===== src/rtl/cache_axi_bridge_pkg.sv =====
// Shared definitions for the cache-to-AXI bridge: line geometry, request
// type encodings, burst type and FSM state encodings.
package cache_axi_bridge_pkg;

  localparam int unsigned WIDTH    = 16;             // cache line size in bytes
  localparam int unsigned LINE_LSB = $clog2(WIDTH);  // lowest line-index address bit

  typedef enum logic [2:0] {
    TYPE_BYTE = 3'b000,
    TYPE_HALF = 3'b001,
    TYPE_WORD = 3'b010,
    TYPE_LINE = 3'b100
  } req_type_e;

  localparam logic [1:0] BURST_INCR = 2'b01;

  typedef enum logic [1:0] {
    R_IDLE,
    R_ADDR,
    R_DATA
  } rd_state_e;

  typedef enum logic [1:0] {
    W_IDLE,
    W_SEND,
    W_RESP
  } wr_state_e;

  // AXI burst length (beats - 1) for a cache request type
  function automatic logic [7:0] burst_len(input logic [2:0] t, input int unsigned beats);
    return (t == TYPE_LINE) ? 8'(beats - 1) : 8'd0;
  endfunction

  // AXI beat size; line bursts move full 32-bit words
  function automatic logic [2:0] burst_size(input logic [2:0] t);
    return (t == TYPE_LINE) ? 3'b010 : {1'b0, t[1:0]};
  endfunction

endpackage


===== src/rtl/cache_axi_bridge_wbeat_ser.sv =====
// Write-beat serializer: holds the latched write line and strobe, counts
// accepted W beats and presents wdata/wstrb/wlast for the current beat.
module axi_wbeat_ser
  import cache_axi_bridge_pkg::*;
#(
  parameter int unsigned LINE_BEATS = WIDTH / 4
) (
  input  logic                 clk,
  input  logic                 reset,
  input  logic                 load_i,
  input  logic [WIDTH*8-1:0]   line_i,
  input  logic [3:0]           wstrb_i,
  input  logic                 is_line_i,
  input  logic [7:0]           len_i,
  input  logic                 step_i,
  output logic [31:0]          wdata_o,
  output logic [3:0]           wstrb_o,
  output logic                 wlast_o
);

  localparam int unsigned BW = (LINE_BEATS > 1) ? $clog2(LINE_BEATS) : 1;

  logic [WIDTH*8-1:0] line_q, line_d;
  logic [3:0]         strb_q, strb_d;
  logic [BW-1:0]      beat_q, beat_d;

  // Line/strobe/beat registers, cleared immediately on reset
  always_ff @(posedge clk or posedge reset) begin
    if (reset) begin
      line_q <= '0;
      strb_q <= '0;
      beat_q <= '0;
    end else begin
      line_q <= line_d;
      strb_q <= strb_d;
      beat_q <= beat_d;
    end
  end

  // Load a new write at acceptance; otherwise advance on each W handshake
  always_comb begin
    line_d = line_q;
    strb_d = strb_q;
    beat_d = beat_q;
    if (load_i) begin
      line_d = line_i;
      strb_d = is_line_i ? 4'hf : wstrb_i;
      beat_d = '0;
    end else if (step_i) begin
      beat_d = beat_q + BW'(1);
    end
  end

  assign wdata_o = line_q[beat_q*32 +: 32];
  assign wstrb_o = strb_q;
  assign wlast_o = (8'(beat_q) == len_i);

endmodule


===== src/rtl/cache_axi_bridge.sv =====
// Cache-to-AXI bridge: independent read and write FSMs translating cache
// byte/half/word/line requests into single AXI transactions, with a
// same-line read-after-write hazard block and a sticky response error flag.
module cache_axi_bridge
  import cache_axi_bridge_pkg::*;
#(
  parameter logic [3:0]  AXI_ID     = 4'd1,
  parameter int unsigned LINE_BEATS = WIDTH / 4
) (
  input  logic               clk,
  input  logic               reset,
  input  logic               rd_req,
  input  logic [2:0]         rd_type,
  input  logic [31:0]        rd_addr,
  output logic               rd_rdy,
  output logic               ret_valid,
  output logic               ret_last,
  output logic [31:0]        ret_data,
  input  logic               wr_req,
  input  logic [2:0]         wr_type,
  input  logic [31:0]        wr_addr,
  input  logic [3:0]         wr_wstrb,
  input  logic [WIDTH*8-1:0] wr_data,
  output logic               wr_rdy,
  output logic [3:0]         arid,
  output logic [31:0]        araddr,
  output logic [7:0]         arlen,
  output logic [2:0]         arsize,
  output logic [1:0]         arburst,
  output logic               arvalid,
  input  logic               arready,
  input  logic [3:0]         rid,
  input  logic [31:0]        rdata,
  input  logic [1:0]         rresp,
  input  logic               rlast,
  input  logic               rvalid,
  output logic               rready,
  output logic [3:0]         awid,
  output logic [31:0]        awaddr,
  output logic [7:0]         awlen,
  output logic [2:0]         awsize,
  output logic [1:0]         awburst,
  output logic               awvalid,
  input  logic               awready,
  output logic [31:0]        wdata,
  output logic [3:0]         wstrb,
  output logic               wlast,
  output logic               wvalid,
  input  logic               wready,
  input  logic [3:0]         bid,
  input  logic [1:0]         bresp,
  input  logic               bvalid,
  output logic               bready,
  output logic               axi_err
);

  rd_state_e   rstate_q, rstate_d;
  logic [31:0] araddr_q, araddr_d;
  logic [7:0]  arlen_q, arlen_d;
  logic [2:0]  arsize_q, arsize_d;

  wr_state_e   wstate_q, wstate_d;
  logic [31:0] awaddr_q, awaddr_d;
  logic [7:0]  awlen_q, awlen_d;
  logic [2:0]  awsize_q, awsize_d;
  logic        aw_done_q, aw_done_d;
  logic        w_done_q, w_done_d;
  logic        err_q, err_d;

  logic hazard, rd_acc, wr_acc, aw_hs, wlast_hs;

  // Response IDs are not checked
  logic unused_ids;
  assign unused_ids = ^{rid, bid};

  // A read must not overtake a write to the same line, pending or arriving now
  assign hazard = ((wstate_q != W_IDLE) && (rd_addr[31:LINE_LSB] == awaddr_q[31:LINE_LSB])) ||
                  (wr_req && (rd_addr[31:LINE_LSB] == wr_addr[31:LINE_LSB]));
  assign rd_rdy = (rstate_q == R_IDLE) && !hazard;
  assign wr_rdy = (wstate_q == W_IDLE);
  assign rd_acc = rd_req && rd_rdy;
  assign wr_acc = wr_req && wr_rdy;

  assign arid      = AXI_ID;
  assign araddr    = araddr_q;
  assign arlen     = arlen_q;
  assign arsize    = arsize_q;
  assign arburst   = BURST_INCR;
  assign arvalid   = (rstate_q == R_ADDR);
  assign rready    = (rstate_q == R_DATA);
  assign ret_valid = rvalid && (rstate_q == R_DATA);
  assign ret_last  = ret_valid && rlast;
  assign ret_data  = ret_valid ? rdata : '0;

  assign awid    = AXI_ID;
  assign awaddr  = awaddr_q;
  assign awlen   = awlen_q;
  assign awsize  = awsize_q;
  assign awburst = BURST_INCR;
  assign awvalid = (wstate_q == W_SEND) && !aw_done_q;
  assign wvalid  = (wstate_q == W_SEND) && !w_done_q;
  assign bready  = (wstate_q == W_RESP);
  assign aw_hs   = awvalid && awready;
  assign wlast_hs = wvalid && wready && wlast;
  assign axi_err = err_q;

  // All bridge state registers, abandoned immediately on reset
  always_ff @(posedge clk or posedge reset) begin
    if (reset) begin
      rstate_q  <= R_IDLE;
      araddr_q  <= '0;
      arlen_q   <= '0;
      arsize_q  <= '0;
      wstate_q  <= W_IDLE;
      awaddr_q  <= '0;
      awlen_q   <= '0;
      awsize_q  <= '0;
      aw_done_q <= 1'b0;
      w_done_q  <= 1'b0;
      err_q     <= 1'b0;
    end else begin
      rstate_q  <= rstate_d;
      araddr_q  <= araddr_d;
      arlen_q   <= arlen_d;
      arsize_q  <= arsize_d;
      wstate_q  <= wstate_d;
      awaddr_q  <= awaddr_d;
      awlen_q   <= awlen_d;
      awsize_q  <= awsize_d;
      aw_done_q <= aw_done_d;
      w_done_q  <= w_done_d;
      err_q     <= err_d;
    end
  end

  // Read FSM: latch request, present AR, stream R beats until rlast
  always_comb begin
    rstate_d = rstate_q;
    araddr_d = araddr_q;
    arlen_d  = arlen_q;
    arsize_d = arsize_q;
    case (rstate_q)
      R_IDLE: if (rd_acc) begin
        rstate_d = R_ADDR;
        araddr_d = rd_addr;
        arlen_d  = burst_len(rd_type, LINE_BEATS);
        arsize_d = burst_size(rd_type);
      end
      R_ADDR: if (arready) rstate_d = R_DATA;
      R_DATA: if (rvalid && rlast) rstate_d = R_IDLE;
      default: rstate_d = R_IDLE;
    endcase
  end

  // Write FSM: AW and W complete independently, in any order, before B
  always_comb begin
    wstate_d  = wstate_q;
    awaddr_d  = awaddr_q;
    awlen_d   = awlen_q;
    awsize_d  = awsize_q;
    aw_done_d = aw_done_q;
    w_done_d  = w_done_q;
    case (wstate_q)
      W_IDLE: if (wr_acc) begin
        wstate_d  = W_SEND;
        awaddr_d  = wr_addr;
        awlen_d   = burst_len(wr_type, LINE_BEATS);
        awsize_d  = burst_size(wr_type);
        aw_done_d = 1'b0;
        w_done_d  = 1'b0;
      end
      W_SEND: begin
        if (aw_hs)    aw_done_d = 1'b1;
        if (wlast_hs) w_done_d  = 1'b1;
        if ((aw_done_q || aw_hs) && (w_done_q || wlast_hs)) wstate_d = W_RESP;
      end
      W_RESP: if (bvalid) wstate_d = W_IDLE;
      default: wstate_d = W_IDLE;
    endcase
  end

  // Sticky error on any non-OKAY accepted R or B response
  always_comb begin
    err_d = err_q;
    if (rvalid && rready && (rresp != 2'b00)) err_d = 1'b1;
    if (bvalid && bready && (bresp != 2'b00)) err_d = 1'b1;
  end

  axi_wbeat_ser #(
    .LINE_BEATS(LINE_BEATS)
  ) u_wbeat_ser (
    .clk      (clk),
    .reset    (reset),
    .load_i   (wr_acc),
    .line_i   (wr_data),
    .wstrb_i  (wr_wstrb),
    .is_line_i(wr_type == TYPE_LINE),
    .len_i    (awlen_q),
    .step_i   (wvalid && wready),
    .wdata_o  (wdata),
    .wstrb_o  (wstrb),
    .wlast_o  (wlast)
  );

endmodule


===== config.mk =====
export PLATFORM = sky130hd
export DESIGN_NAME = cache_axi_bridge
export DESIGN_NICKNAME = d
export VERILOG_FILES = /design/src/rtl/cache_axi_bridge_pkg.sv /design/src/rtl/cache_axi_bridge_wbeat_ser.sv /design/src/rtl/cache_axi_bridge.sv
export SDC_FILE = /design/constraint.sdc
export NUM_CORES = 1
export LEC_CHECK = 0
export ABC_AREA = 1
export CAP_MARGIN = 0
export CORE_AREA = 4 4 168 170
export CTS_CLUSTER_SIZE = 28
export DETAILED_ROUTE_END_ITERATION = 8
export DIE_AREA = 0 0 172 174
export PLACE_DENSITY = 0.76
export SLEW_MARGIN = 10
export SYNTH_ARGS = -nofsm -noshare
export SYNTH_HDL_FRONTEND = slang
export SYNTH_HIERARCHICAL = 1
export SYNTH_SLANG_ARGS = --single-unit

===== constraint.sdc =====
create_clock -name clk -period 4.7 [get_ports clk]
set_input_delay 0.47 -clock clk [delete_from_list [all_inputs] [get_ports clk]]
set_output_delay 0.47 -clock clk [all_outputs]
set_load 0.02 [all_outputs]

Word-level counts from Yosys, hierarchy flattened

Index checks and enable logic that the tools add are counted.

Add/subtract/negate cells: 1
$mul: 0
Div/mod/pow operators: 0
$lt $le $gt $ge: 0
Eq/ne operators: 17
Shifts and indexed selects: 1
Muxes and demuxes: 23
Bitwise gates (word level): 0
Reduce and logical (&&, ||, !) cells: 37

Operators by type and width:

| cell                  | count |
|---|---|
| $shiftx A128 B8 Y32   | 1 |
| $eq A28 B28 Y1        | 2 |
| $mux W32              | 1 |
| $mux W2               | 12 |
| $logic_and A1 B1 Y1   | 17 |
| $pmux W2 S3           | 2 |
| $reduce_and A3 Y1     | 4 |
| $reduce_bool A2 Y1    | 6 |
| $eq A2 B8 Y1          | 1 |
| $ne A2 B1 Y1 const B  | 4 |
| $ne A2 B2 Y1 const B  | 4 |
| $eq A3 B3 Y1 const B  | 2 |
| $mux W1               | 5 |
| $eq A2 B1 Y1 const B  | 2 |
| $eq A2 B2 Y1 const B  | 2 |
| $logic_not A2 Y1      | 2 |
| $mux W4               | 1 |
| $pmux W1 S2           | 2 |
| $reduce_and A2 Y1     | 2 |
| $logic_not A1 Y1      | 3 |
| $logic_or A1 B1 Y1    | 3 |
| $add A2 B1 Y2 const B | 1 |

Register bits: 227
Bits in latches: 0
RAM bits: 0
Bits in read-only memories: 0
Bits of input ports: 256
Output and inout port bits: 177
Logic and storage cells: 93
Memories kept: 0

Longest topological paths before layout

Gate-level depths: netlist of the first run.

Depth in word-level cells: 8
Gate-level depth with buffers: 13
Depth with buffers taken out: 12

Hierarchy

Netlist of the first run, hierarchy kept.

Modules (own cells, without submodules):

| module           | times used | cells each | area each (sq um) | sequential area each (sq um) |
|---|---|---|---|---|
| axi_wbeat_ser    | 1          | 787        | 6264.8            | 3353.2 |
| cache_axi_bridge | 1          | 719        | 4739.5            | 1926.8 |

Worst setup path after synthesis of the first run

Ideal clock, no wire load.

Path type: input port to output port
Start point: in rvalid
End point: out ret_data[0]
Arrival time: 1.542 ns
Data required time: 4.230 ns
Setup slack: 2.688 ns
Stages on the path: 5
Buffers on the path: 1
Cell sequence: inv_1 > nor2_1 > inv_1 > buf_1 > nor2_1

Longest elaborated chain between the ends: 2

RTL lines:

| item                | line                   | RTL |
|---|---|---|
| start, declared     | cache_axi_bridge.sv:36 | `input logic rvalid,` |
| $logic_and A1 B1 Y1 | cache_axi_bridge.sv:91 | `assign ret_valid = rvalid && (rstate_q == R_DATA);` |
| named net ret_valid | cache_axi_bridge.sv:16 | `output logic ret_valid,` |
| $mux W32            | cache_axi_bridge.sv:93 | `assign ret_data = ret_valid ? rdata : '0;` |
| end, declared       | cache_axi_bridge.sv:18 | `output logic [31:0] ret_data,` |

The timed path passes the listed nets, and every way through them passes these cells.

Worst setup path after layout of the first run

Start point: in rd_addr[15]
End point: out rd_rdy

Longest elaborated chain between the ends: 5
Elaborated cells between the ends (all ways): 7
Classes of those cells: eq/ne (2); reduce/logical (5)

RTL lines:

| item                                          | line                                           | RTL |
|---|---|---|
| start, declared                               | cache_axi_bridge.sv:14                         | `input logic [31:0] rd_addr,` |
| $eq A28 B28 Y1, on equally long branches      | cache_axi_bridge.sv:77, cache_axi_bridge.sv:78 |  |
| $logic_and A1 B1 Y1, on equally long branches | cache_axi_bridge.sv:77, cache_axi_bridge.sv:78 |  |
| $logic_or A1 B1 Y1 *                          | cache_axi_bridge.sv:77                         | `assign hazard = ((wstate_q != W_IDLE) && (rd_addr[31:LINE_LSB] == awaddr_q[31:LINE_LSB])) \|\|` |
| $logic_not A1 Y1 *                            | cache_axi_bridge.sv:79                         | `assign rd_rdy = (rstate_q == R_IDLE) && !hazard;` |
| $logic_and A1 B1 Y1 *                         | cache_axi_bridge.sv:79                         |  |
| end, declared                                 | cache_axi_bridge.sv:15                         | `output logic rd_rdy,` |

Every way passes the cells marked *; elsewhere a longest branch is shown, timed or not.

==> impl_metrics.env, run 1 <==
export IMPL_result_of_the_run="finished clean"
export IMPL_wl_um=36200
export IMPL_setup_worst_path_start="rd_addr[15]"
export IMPL_hpwl_um=26160
export IMPL_synth_mux_area_fraction_pct=0
export IMPL_most_frequently_used_flop_master_after_synthesis="sky130_fd_sc_hd__dfrtp_1"
export IMPL_ys_ff_latch=211
export IMPL_synthesis_yosys_warnings=6
export IMPL_die_outline_area_um2=29930
export IMPL_dr_pass1_iterations=5
export IMPL_synth_simple_gate_area_share_pct=28.61
export IMPL_i_o_pins=433
export IMPL_worstHoldPathType="input pin to async pin"
export IMPL_power_frac_comb_pct=49.1
export IMPL_ir_worst_vdd_uv=397.4
export IMPL_layout_min_cycle_time_ns=3.555
export IMPL_power_clock_fraction_pct=18.8
export IMPL_finalNetCount=2123
export IMPL_utilization_pct=58.95
export IMPL_critPathMaxFanout=36
export IMPL_cts_sinks=211
export IMPL_route_antenna_remaining_nets=0
export IMPL_gr_total_overflow=0
export IMPL_grt_setup_unrepaired="false"
export IMPL_mostFrequentLayoutCell="sky130_fd_sc_hd__nand2_1"
export IMPL_post_route_cells_drive_above_1_share_pct=3.503
export IMPL_gp_congestion=0.8930
export IMPL_fp_coreArea_um2=26730
export IMPL_power_switching_fraction_pct=41.83
export IMPL_power_leakage_nw=7.863
export IMPL_ys_seq_area_share_pct=47.98
export IMPL_hold_viol=0
export IMPL_worstReg2RegStart="wstate_q[0]$_DFFE_PP0P_"
export IMPL_most_common_layout_cells="sky130_fd_sc_hd__nand2_1, sky130_fd_sc_hd__clkdlybuf4s50_1, sky130_fd_sc_hd__dfrtp_1, sky130_fd_sc_hd__inv_1, sky130_fd_sc_hd__o21ai_0"
export IMPL_synth_adder_area_share_pct=0
export IMPL_power_switching_mw=4.185
export IMPL_port_buffers=398
export IMPL_antenna_violations_before_repair=1
export IMPL_timing_max_transition_violations_final=0
export IMPL_ctsRootBufferMaster="sky130_fd_sc_hd__clkbuf_16"
export IMPL_setup_worst_path_end_class="output port"
export IMPL_postCtsHoldBufs=0
export IMPL_cts_root_to_sink_buffers=3
export IMPL_synth_edff_count=0
export IMPL_worstSetupPathType="input pin to output port"
export IMPL_worst_ep_required_time_ns=4.23
export IMPL_seq_power_share_pct=32.1
export IMPL_grt_max_degree=100
export IMPL_synth_distinct_cells=34
export IMPL_routed_via_count=10697
export IMPL_post_cts_repair_setup_buffers=0
export IMPL_synth_top_family_by_area="simple AND/OR/NAND/NOR gates"
export IMPL_timing_clock_skew_ns=0.006653
export IMPL_ys_async_sr_fraction_pct=100.0
export IMPL_mappedNetlistArea_um2=11000
export IMPL_maxCapViolations=0
export IMPL_internal_power_mw=5.819
export IMPL_die_width_um=172
export IMPL_drt_vias_per_instance=4.808
export IMPL_drt_iter0_markers=675
export IMPL_later_pin_clock_latency_in_the_skew_report_ns=0.52
export IMPL_finalSetupViolations=0
export IMPL_avgRoutedWirePerCell_um=16.27
export IMPL_syn_mean_instance_area_um2=7.307
export IMPL_relSlewSlack_pct=30.75
export IMPL_critPathArrivalTime_ns=3.08
export IMPL_route_detailed_drc=0
export IMPL_track_usage_pct=23.02
export IMPL_placementRows=60
export IMPL_power_per_cell_area_nw_per_um2=635.1
export IMPL_antenna_cells=0
export IMPL_max_slew_worst_pin_slew_ns=1.039
export IMPL_tritoncts="yes"
export IMPL_fillerInstances=2390
export IMPL_die_h_um=174
export IMPL_synthCells=1506
export IMPL_initial_core_util_pct=41.18
export IMPL_final_period_utilization_pct=75.64
export IMPL_worst_setup_path_start_kind="input pin"
export IMPL_setup_tns_final_ns=0
export IMPL_first_global_vias=10425
export IMPL_synth_compound_gate_area_share_pct=9.016
export IMPL_grt_pass1_wl_um=55470
export IMPL_cts_htree_levels=1
export IMPL_cts_buffers=24
export IMPL_synth_xor_area_share_pct=0.8755
export IMPL_area_delta_synth_final_pct=43.16
export IMPL_cts_resized_gates=0
export IMPL_path_clk_slew_ns=0.06
export IMPL_fmax_mhz=281.3
==> kinds of logic (layout without fill, tap and decap cells) <==
| logic type | after synthesis | in the layout |
|---|---|---|
| compound gates | 173 | 173 |
| other cells | 2 | 32 |
| buf+inv | 311 | 659 |
| flops | 211 | 211 |
| simple gates | 798 | 798 |
| xor+xnor | 11 | 11 |
==> critical path: stages <==
cell and delay (ns):
sky130_fd_sc_hd__clkdlybuf4s50_1 0.52, sky130_fd_sc_hd__inv_1 0.14, sky130_fd_sc_hd__nand2_1 0.07, sky130_fd_sc_hd__nand2_1 0.07, sky130_fd_sc_hd__nor2_1 0.05, sky130_fd_sc_hd__nand2_1 0.06
sky130_fd_sc_hd__nor2_1 0.05, sky130_fd_sc_hd__nand2_1 0.08, sky130_fd_sc_hd__nor2_2 0.06, sky130_fd_sc_hd__nor2_4 0.67, sky130_fd_sc_hd__and2_1 0.24, sky130_fd_sc_hd__clkdlybuf4s50_1 0.60
==> sequential cells by signal, indices dropped and copies added, names as in the netlist, 2 cells and up <==
signal	flops
u_wbeat_ser/wstrb_o	4
wstate_q	2
araddr	32
u_wbeat_ser/beat_q	2
rstate_q	2
awaddr	32
u_wbeat_ser/line_q	128
arsize	2
awsize	2
==> per-layer routing <==
metal	track usage [%]	part of all wire, %	up-vias
li1	-	-	5254
met1	29.36	40	4985
met2	38.47	48	404
met3	7.528	10	52
met4	4.586	2.0	2
met5	0	0.055	-
==> final timing paths <==
path	depth (start not counted)	end	slack, ns
hold reg to reg	2	u_wbeat_ser/line_q[77]$_DFFE_PP0P_	0.47
setup / recovery	12	rd_rdy	1.15
hold / removal	2	u_wbeat_ser/line_q[28]$_DFFE_PP0P_	0.46
max in group asynchronous	3	awaddr[22]$_DFFE_PP0P_	3.22
min in group clk	2	u_wbeat_ser/line_q[77]$_DFFE_PP0P_	0.47
setup reg to reg	5	awaddr[29]$_DFFE_PP0P_	2.33
==> synthesized netlist by cell type (4+ instances only) <==
cell                       count  area, um^2
sky130_fd_sc_hd__inv_1       198       743.2
sky130_fd_sc_hd__buf_2        23       115.1
sky130_fd_sc_hd__nor2_1       73       274.0
sky130_fd_sc_hd__nand2_1     671        2519
sky130_fd_sc_hd__buf_1         8       30.03
sky130_fd_sc_hd__clkbuf_1     11       41.29
sky130_fd_sc_hd__nand3_1       5       25.02
sky130_fd_sc_hd__o211ai_1     48       360.4
sky130_fd_sc_hd__buf_4        44       330.3
sky130_fd_sc_hd__xnor2_1       7       61.31
sky130_fd_sc_hd__xor2_1        4       35.03
sky130_fd_sc_hd__inv_2         8       30.03
sky130_fd_sc_hd__buf_6        15       168.9
sky130_fd_sc_hd__dfrtp_1     211        5280
sky130_fd_sc_hd__o21ai_0     118       590.6
sky130_fd_sc_hd__nand4_1      35       219.0
==> final cells by class <==
class                   instances  area, um^2  share of cell area, %
flip-flops and latches        211        5284                  33.54
multi-input cells            1014        4364                  27.70
repair buffers                407        4089                  25.95
inverters                     209       795.8                  5.051
clock buffers                  36       695.7                  4.416
well taps                     341       426.7                  2.708
clock inverters                 7       98.84                 0.6274
==> stage by stage <==
stage               cells  hold WS [ns]  setup slack (ns)  total power, mW  area, um^2
global placement     2182        0.4524             1.210            8.024       14960
detailed placement   2182        0.4584             1.178            8.136       14960
global route         2225        0.4823            0.9851            10.72       15750
finish               2225        0.4587             1.145            10.00       15750
floorplan            1536        0.4417            0.6472            6.053       11120
CTS                  2225        0.4673             1.176            10.08       15750
==> power by group through the flow <==
| stage | Sequential (mW) | Combinational (mW) | Clock (mW) |
|---|---|---|---|
| 6_report | 3.21 | 4.91 | 1.88 |
| 5_1_grt | 3.32 | 5.39 | 2.01 |
| 4_1_cts | 3.21 | 4.95 | 1.92 |
| 3_5_place_dp | 3.22 | 4.92 | 0 |
| 3_3_place_gp | 3.19 | 4.83 | 0 |
| 2_1_floorplan | 3.42 | 2.63 | 0 |
(Power assumes the default switching activity.)
==> inputs of run 2 (changes only) <==
clock period = 3.4 ns   (was 4.7 ns; I/O delays follow)
==> impl_metrics.env, run 2 (synthesis gave the netlist of run 1 again) <==
export IMPL_setup_worst_path_start="u_wbeat_ser/beat_q[0]$_DFFE_PP0P_"
export IMPL_cts_htree_levels=1
export IMPL_placementRows=60
export IMPL_drt_vias_per_instance=4.755
export IMPL_post_cts_repair_setup_buffers=0
export IMPL_cts_buffers=26
export IMPL_met2_wirelength_um=17610
export IMPL_cts_root_to_sink_buffers=3
export IMPL_track_usage_pct=23.37
export IMPL_dp_cells=2188
export IMPL_port_buffers=398
export IMPL_maxCapViolations=0
export IMPL_first_global_vias=10485
export IMPL_area_delta_synth_final_pct=44.31
export IMPL_timing_reg2reg_setup_slack_ns=1.42
export IMPL_grt_setup_unrepaired="false"
export IMPL_result_of_the_run="finished clean"
export IMPL_final_period_utilization_pct=89.94
export IMPL_timing_max_transition_violations_final=0
export IMPL_drt_iter0_markers=764
export IMPL_tritoncts="yes"
export IMPL_regToRegEndpoint="araddr[19]$_DFFE_PP0P_"
export IMPL_route_detailed_drc=0
export IMPL_power_per_cell_area_nw_per_um2=880.7
export IMPL_finalNonFillerCells=2237
export IMPL_worst_ep_required_time_ns=3.06
export IMPL_drt_met1_wl_um=14260
export IMPL_cts_sinks=211
export IMPL_setup_worst_path_end_class="output port"
export IMPL_ctsRootBufferMaster="sky130_fd_sc_hd__clkbuf_16"
export IMPL_postCtsHoldBufs=0
export IMPL_power_total_mw=13.99
export IMPL_worstReg2RegStart="wstate_q[0]$_DFFE_PP0P_"
export IMPL_registers_top_by_ff_count="u_wbeat_ser/line_q"
export IMPL_hold_viol=0
export IMPL_fp_coreArea_um2=26730
export IMPL_post_route_cells_drive_above_1_share_pct=4.120
export IMPL_worst_setup_path_start_kind="flop"
export IMPL_relSlewSlack_pct=37.07
export IMPL_reg2reg_depth=12
export IMPL_hpwl_um=26490
export IMPL_grt_pass1_wl_um=56430
export IMPL_routed_via_count=10637
export IMPL_cts_resized_gates=0
export IMPL_setup_tns_final_ns=0
export IMPL_critPathArrivalTime_ns=2.72
export IMPL_gp_congestion=0.8830
export IMPL_ir_worst_vdd_uv=481.4
export IMPL_max_slew_worst_pin_slew_ns=0.9430
export IMPL_die_outline_area_um2=29930
export IMPL_layout_min_cycle_time_ns=3.058
export IMPL_finalSetupViolations=0
export IMPL_route_antenna_remaining_nets=0
export IMPL_worstSetupPathType="flop to output port"
export IMPL_mostFrequentLayoutCell="sky130_fd_sc_hd__nand2_1"
export IMPL_final_area_um2=15880
export IMPL_largest_register_ff_count=128
export IMPL_worstHoldPathType="input pin to async pin"
export IMPL_antenna_violations_before_repair=5
export IMPL_wl_um=36200
export IMPL_fillerInstances=2392
export IMPL_dr_pass1_iterations=5
export IMPL_power_leakage_nw=7.934
export IMPL_most_common_layout_cells="sky130_fd_sc_hd__nand2_1, sky130_fd_sc_hd__clkdlybuf4s50_1, sky130_fd_sc_hd__dfrtp_1, sky130_fd_sc_hd__inv_1, sky130_fd_sc_hd__o21ai_0"
export IMPL_initial_core_util_pct=41.18
export IMPL_top_signal_layer_used="met5"
export IMPL_fmax_mhz=327.0
export IMPL_utilization_pct=59.42
export IMPL_met3_wirelength_um=3306
export IMPL_die_width_um=172
export IMPL_later_pin_clock_latency_in_the_skew_report_ns=0.52
export IMPL_avgRoutedWirePerCell_um=16.18
export IMPL_i_o_pins=433
export IMPL_timing_clock_skew_ns=0.01287
export IMPL_placed_area_um2=15020
export IMPL_grt_max_degree=161
export IMPL_critical_path_endpoint="wdata[28]"
export IMPL_path_clk_slew_ns=0.06
export IMPL_finalNetCount=2131
export IMPL_critPathMaxFanout=56
export IMPL_gr_total_overflow=0
export IMPL_die_h_um=174
==> run 2: cell count changes in the layout (fill, tap and decap cells not counted) <==
| cell | previous run | this run |
|---|---|---|
| sky130_fd_sc_hd__clkbuf_16 | 24 | 27 |
| sky130_fd_sc_hd__inv_6 | 2 | 1 |
| sky130_fd_sc_hd__clkinv_4 | 0 | 1 |
| sky130_fd_sc_hd__clkbuf_1 | 7 | 4 |
| sky130_fd_sc_hd__bufinv_16 | 2 | 0 |
| sky130_fd_sc_hd__buf_12 | 3 | 4 |
| sky130_fd_sc_hd__clkinv_2 | 4 | 5 |
| sky130_fd_sc_hd__clkinv_8 | 1 | 0 |
| sky130_fd_sc_hd__clkbuf_8 | 5 | 10 |
| sky130_fd_sc_hd__diode_2 | 0 | 3 |
| sky130_fd_sc_hd__buf_4 | 6 | 11 |
==> run 2: worst min-delay path by stage <==
stage / to / slack [ns] / cells after the start
2_1_floorplan: rstate_q[0]$_DFFE_PP0P_ / 0.43 / 1
3_3_place_gp: araddr[8]$_DFFE_PP0P_ / 0.45 / 2
3_5_place_dp: araddr[31]$_DFFE_PP0P_ / 0.46 / 2
4_1_cts: u_wbeat_ser/line_q[39]$_DFFE_PP0P_ / 0.14 / 2
5_1_grt: u_wbeat_ser/line_q[6]$_DFFE_PP0P_ / 0.18 / 2
6_report: u_wbeat_ser/line_q[36]$_DFFE_PP0P_ / 0.16 / 2
==> run 2: critical path: stages, from the launching register on <==
cell and delay, ns:
sky130_fd_sc_hd__dfrtp_4 0.80, sky130_fd_sc_hd__buf_4 0.39, sky130_fd_sc_hd__nand2_1 0.10, sky130_fd_sc_hd__o21ai_0 0.09, sky130_fd_sc_hd__nand2_1 0.08, sky130_fd_sc_hd__nand2_1 0.07, sky130_fd_sc_hd__clkdlybuf4s50_1 0.63
==> run 2: layout make-up <==
| cell class | instances | area (um^2) | area share, % |
|---|---|---|---|
| diodes | 3 | 7.507 | 0.04727 |
| clock buffers | 41 | 828.3 | 5.216 |
| clock inverters | 5 | 28.78 | 0.1812 |
| inverters | 209 | 794.5 | 5.003 |
| multi-input cells | 1014 | 4364 | 27.48 |
| flip-flops and latches | 211 | 5284 | 33.27 |
| well taps | 341 | 426.7 | 2.687 |
| repair buffers | 413 | 4146 | 26.11 |
==> run 2: where the power goes <==
group | total (mW) | switching [mW] | internal, mW
combinational | 6.85 | 4.06 | 2.80
clock | 2.72 | 1.06 | 1.66
sequential | 4.41 | 0.703 | 3.71
total | 14.0 | 5.83 | 8.16
==> run 2: per-stage QoR <==
step	setup slack [ns]	hold slack [ns]
final	0.3420	0.1587
after floorplan	1.093	0.4307
after global routing	0.1509	0.1764
after CTS	0.3150	0.1430
after detailed placement	0.5942	0.4575
after global placement	0.5992	0.4525
==> run 2: metal layers <==
metal  global-route usage [%]  vias up
li1                         -     5282
met1                    29.09     4901
met2                    38.94      392
met3                    7.482       60
met4                    6.682        2
met5                        0        -
